File: src/rtl/decode_stage.sv
// decode_stage: RV32 field/immediate decoder with output+skid buffering; `DECODE_ILLEGAL_CHECK_EN enables illegal-instruction flagging
module decode_stage #(
  parameter int PC_W = 32,
  parameter int TAG_W = 4
) (
  input  logic             clk,
  input  logic             rst_n,
  input  logic             flush,
  input  logic             in_valid,
  output logic             in_ready,
  input  logic [31:0]      in_instr,
  input  logic [PC_W-1:0]  in_pc,
  input  logic [TAG_W-1:0] in_tag,
  output logic             out_valid,
  input  logic             out_ready,
  output logic [4:0]       opcode,
  output logic [4:0]       rd,
  output logic [4:0]       rs1,
  output logic [4:0]       rs2,
  output logic [2:0]       funct3,
  output logic [6:0]       funct7,
  output logic [2:0]       instr_type,
  output logic [31:0]      imm,
  output logic [PC_W-1:0]  out_pc,
  output logic [TAG_W-1:0] out_tag,
  output logic             illegal
);
  typedef enum logic [1:0] {EMPTY, ONE, FULL} state_t;
  typedef struct packed {
    logic [4:0]       opcode;
    logic [4:0]       rd;
    logic [4:0]       rs1;
    logic [4:0]       rs2;
    logic [2:0]       funct3;
    logic [6:0]       funct7;
    logic [2:0]       instr_type;
    logic [31:0]      imm;
    logic [PC_W-1:0]  pc;
    logic [TAG_W-1:0] tag;
    logic             illegal;
  } entry_t;
  state_t state, state_nx;
  entry_t dec, out_q, skid_q;
  logic [31:0] i;
  logic [2:0] t;
  logic in_xfer, out_xfer, load_out_in, load_out_skid, load_skid;
  assign i = in_instr;
  assign in_ready = state != FULL;
  assign out_valid = state != EMPTY;
  assign in_xfer = in_valid && in_ready;
  assign out_xfer = out_valid && out_ready;
  assign {opcode, rd, rs1, rs2, funct3, funct7, instr_type, imm, out_pc, out_tag, illegal} = out_q;
  // opcode to instruction class (R=0 I=1 S=2 B=3 U=4 J=5 NONE=7)
  always_comb begin
    t = 3'd7;
    case (i[6:2])
      5'b01100:                            t = 3'd0;
      5'b00000, 5'b00100, 5'b11001, 5'b11100: t = 3'd1;
      5'b01000:                            t = 3'd2;
      5'b11000:                            t = 3'd3;
      5'b01101, 5'b00101:                  t = 3'd4;
      5'b11011:                            t = 3'd5;
      default:                             t = 3'd7;
    endcase
  end
  // field extraction, immediate assembly and legality of the offered instruction
  always_comb begin
    dec = '0;
    dec.opcode = i[6:2];
    dec.rd = i[11:7];
    dec.funct3 = i[14:12];
    dec.rs1 = i[19:15];
    dec.rs2 = i[24:20];
    dec.funct7 = i[31:25];
    dec.instr_type = t;
    dec.imm = t == 3'd1 ? {{20{i[31]}}, i[31:20]} :
              t == 3'd2 ? {{20{i[31]}}, i[31:25], i[11:7]} :
              t == 3'd3 ? {{19{i[31]}}, i[31], i[7], i[30:25], i[11:8], 1'b0} :
              t == 3'd4 ? {i[31:12], 12'b0} :
              t == 3'd5 ? {{11{i[31]}}, i[31], i[19:12], i[20], i[30:21], 1'b0} : 32'b0;
    dec.pc = in_pc;
    dec.tag = in_tag;
`ifdef DECODE_ILLEGAL_CHECK_EN
    dec.illegal = i[1:0] != 2'b11 || t == 3'd7;
`else
    dec.illegal = 1'b0;
`endif
  end
  // occupancy state register
  always_ff @(posedge clk or negedge rst_n) begin
    if (!rst_n) state <= EMPTY;
    else state <= state_nx;
  end
  // next occupancy and which register captures what; flush overrides everything
  always_comb begin
    state_nx = state;
    load_out_in = 1'b0;
    load_out_skid = 1'b0;
    load_skid = 1'b0;
    if (flush) state_nx = EMPTY;
    else case (state)
      EMPTY: if (in_xfer) begin
        state_nx = ONE;
        load_out_in = 1'b1;
      end
      ONE: if (in_xfer && out_xfer) load_out_in = 1'b1;
      else if (in_xfer) begin
        state_nx = FULL;
        load_skid = 1'b1;
      end
      else if (out_xfer) state_nx = EMPTY;
      FULL: if (out_xfer) begin
        state_nx = ONE;
        load_out_skid = 1'b1;
      end
      default: state_nx = EMPTY;
    endcase
  end
  // data registers load only on a transfer, so they hold while stalled or empty
  always_ff @(posedge clk or negedge rst_n) begin
    if (!rst_n) begin
      out_q <= '0;
      skid_q <= '0;
    end else begin
      if (load_out_in) out_q <= dec;
      else if (load_out_skid) out_q <= skid_q;
      if (load_skid) skid_q <= dec;
    end
  end
endmodule

File: config.mk
export PLATFORM = sky130hd
export DESIGN_NAME = decode_stage
export DESIGN_NICKNAME = d
export VERILOG_FILES = /design/src/rtl/decode_stage.sv
export SDC_FILE = /design/constraint.sdc
export NUM_CORES = 1
export LEC_CHECK = 0
export CAP_MARGIN = 20
export CORE_UTILIZATION = 48
export CTS_CLUSTER_SIZE = 30
export DETAILED_ROUTE_END_ITERATION = 10
export GPL_TIMING_DRIVEN = 0
export PLACE_DENSITY = 0.87
export SETUP_SLACK_MARGIN = 0.2
export SLEW_MARGIN = 10
export SYNTH_ARGS = -nofsm -noshare
export SYNTH_HDL_FRONTEND = slang
export SYNTH_SLANG_ARGS = --single-unit
File: constraint.sdc
create_clock -name clk -period 2.68 [get_ports clk]
set_input_delay 0.268 -clock clk [delete_from_list [all_inputs] [get_ports clk]]
set_output_delay 0.268 -clock clk [all_outputs]
set_load 0.005 [all_outputs]
==> flow_metrics.env <==
export IMPL_outcome="complete, no violations"
export IMPL_p_per_area_mw_per_mm2=762
export IMPL_max_freq_mhz=452
export IMPL_drv_slew=0
export IMPL_skew_ns=0.0153
export IMPL_routedWlPerCell_um=18.4
export IMPL_ant_nets=0
export IMPL_finalSetupViolCount=0
export IMPL_critPathKind="register to register"
export IMPL_synth_ff_type="dfrtp_1"
export IMPL_final_common_cell="nand2_1"
export IMPL_yosysWarnings=0
export IMPL_grt_setup_unrepaired="no"
export IMPL_syn_avg_cell_area_um2=9.60
export IMPL_cts_root_buf="clkbuf_16"
export IMPL_startpoint_type="register"
export IMPL_final_cell_area_mm2=0.0112
export IMPL_synth_cell_types=45
export IMPL_start_util_pct=49.3
export IMPL_die_w_um=135
export IMPL_core_area_mm2=0.0173
export IMPL_cts_repair_resized=0
export IMPL_relSlewSlack_pct=45.9
export IMPL_max_vdd_ir_drop_v=0.000517
export IMPL_gp_congestion=0.895
export IMPL_drt_iter0_drc=713
export IMPL_synth_edf_count=0
export IMPL_synth_async_reset_ratio_pct=100
export IMPL_grt_pass1_vias=7198
export IMPL_multiInputGateArea_mm2=0.00310
export IMPL_cts_buffer_depth=3
export IMPL_clock_sinks=204
export IMPL_ys_seq_area_share_pct=59.9
export IMPL_maxCapViolCount=0
export IMPL_antenna_cells=0
export IMPL_numPortBuffers=169
export IMPL_final_cells=1323
export IMPL_cp_arrival_ns=2.65
export IMPL_clkSlewWorstSetupHoldPaths_ns=0.06
export IMPL_ys_ff_latch=204
export IMPL_grt_pass1_wl_um=38100
export IMPL_dieArea_mm2=0.0183
export IMPL_tritoncts="done"
export IMPL_wirelength_um=24300
export IMPL_dr_pass1_iters=5
export IMPL_dieHeight_um=135
export IMPL_layout_setup_ws_ns=0.467
export IMPL_vias=7553
export IMPL_min_period_ns=2.21
export IMPL_drive_gt1_share_pct=8.01
export IMPL_ios=177
export IMPL_num_rows=48
export IMPL_drc_errors=0
export IMPL_area_growth_synth_to_final_pct=31.9
export IMPL_cts_hold_buf=1
export IMPL_syn_num_nets=961
export IMPL_cts_setup_buffers=0
export IMPL_hold_class="input port to register"
export IMPL_finalHoldViolations=0
export IMPL_htree_levels=1
export IMPL_leakagePower_nw=5.36
export IMPL_via_per_inst=5.71
export IMPL_grt_max_degree=106
export IMPL_dp_cells=1283
export IMPL_numCtsBuffers=22
export IMPL_place_area_mm2=0.0105
export IMPL_worst_pin_slew_ns=0.807
export IMPL_place_hpwl_um=16400
export IMPL_finalCritPeriodShare_pct=82.6
export IMPL_grt_use_total_pct=26.7
export IMPL_worstSkewPairLatency_ns=0.51
export IMPL_pre_cts_ws_ns=0.120
export IMPL_antenna_found_initial=0
export IMPL_worst_r2r_setup_slack_ns=0.47
export IMPL_post_route_util_pct=65.0
export IMPL_final_net_count=1156
export IMPL_cp_end_kind="register"
export IMPL_final_cell_mix="nand2_1 (349), dfrtp_1 (204), clkdlybuf4s50_1 (168)"
export IMPL_syn_area_mm2=0.00852
export IMPL_worstPathRequired_ns=3.12
export IMPL_fillers=1357
export IMPL_seq_area_mm2=0.00510
export IMPL_grt_ovfl_total=0
export IMPL_tns_ns=0
export IMPL_cp_max_fo=10
export IMPL_synth_cells=888
-- path summary, 6_finish.rpt --
kind | from | endpoint | depth (start not counted)
min in group asynchronous | rst_n | out_tag[3] | 2
worst min register to register | rd[2] | rd[2] | 2
worst max register to register | state[1] | skid_q[93] | 6
worst min-delay path | flush | state[0] | 2
max in group asynchronous | rst_n | out_pc[16] | 3
worst max-delay path | state[1] | skid_q[93] | 6
-- routing by layer --
metal	track usage [%]	routed length (um)
met5	0	0
met4	10.8	906
met3	4.53	1970
met2	42.0	11500
met1	37.0	9940
-- where the power goes --
group          internal, mW  total [mW]  switching (mW)
clock                  1.71        2.95            1.24
combinational         0.834        1.55           0.718
sequential             3.69        4.06           0.368
-- worst max-delay path, cell delays in order (launching register included) --
cell      delay [ns]
dfrtp_1         0.43
nand2b_1        0.22
nor3_2          0.63
buf_2           0.38
buf_2           0.31
nand2_1         0.09
nand2_1         0.07
-- state kept, by name, indices dropped and copies added (netlist names), 4 cells and up --
| name | count |
|---|---|
| rs1 | 5 |
| opcode | 5 |
| out_pc | 32 |
| rs2 | 5 |
| funct7 | 7 |
| rd | 5 |
| imm | 32 |
| out_tag | 4 |
| skid_q | 101 |
-- through the flow --
step	total power [mW]	hold WS [ns]
after floorplan	4.69	-0.0276
after global placement	5.55	0.457
after detailed placement	5.64	0.355
after CTS	8.60	0.0224
after global routing	8.94	0.0365
final	8.56	0.0264
-- cells in the mapped netlist, drive strengths merged, types with 2 or more instances --
cell,count,share of area [%]
nor2,35,1.6
nand2b,6,0.44
inv,7,0.31
buf,39,2.4
or2,2,0.15
o21ai,31,1.8
a22oi,76,6.7
a211oi,2,0.18
a21oi,33,1.9
a31oi,11,0.81
nor3,6,0.47
a21o,7,0.62
a221oi,4,0.41
clkbuf,22,1.0
dfrtp,204,60
mux2,3,0.44
nor2b,4,0.29
a221o,15,1.8
a22o,12,1.2
nand3,3,0.18
nand2,349,15
-- kinds of logic after synthesis --
logic type	Yosys count	synth area share, %
and+or+nand+nor	410	19.0
DFF	204	59.9
AOI/OAI and AO/OA	201	16.8
buffers and inverters	68	3.72
muxes	4	0.558
other	1	0.0440
-- final cells by class --
type	count	area share [%]
Inverter	7	0.234
Clock buffer	32	5.87
Tap cell	225	2.51
Multi-Input combinational cell	616	27.6
Sequential cell	204	45.4
Buffer	61	2.58
Timing Repair Buffer	171	15.4
Clock inverter	7	0.379
Power figures use the tool's default switching activity.
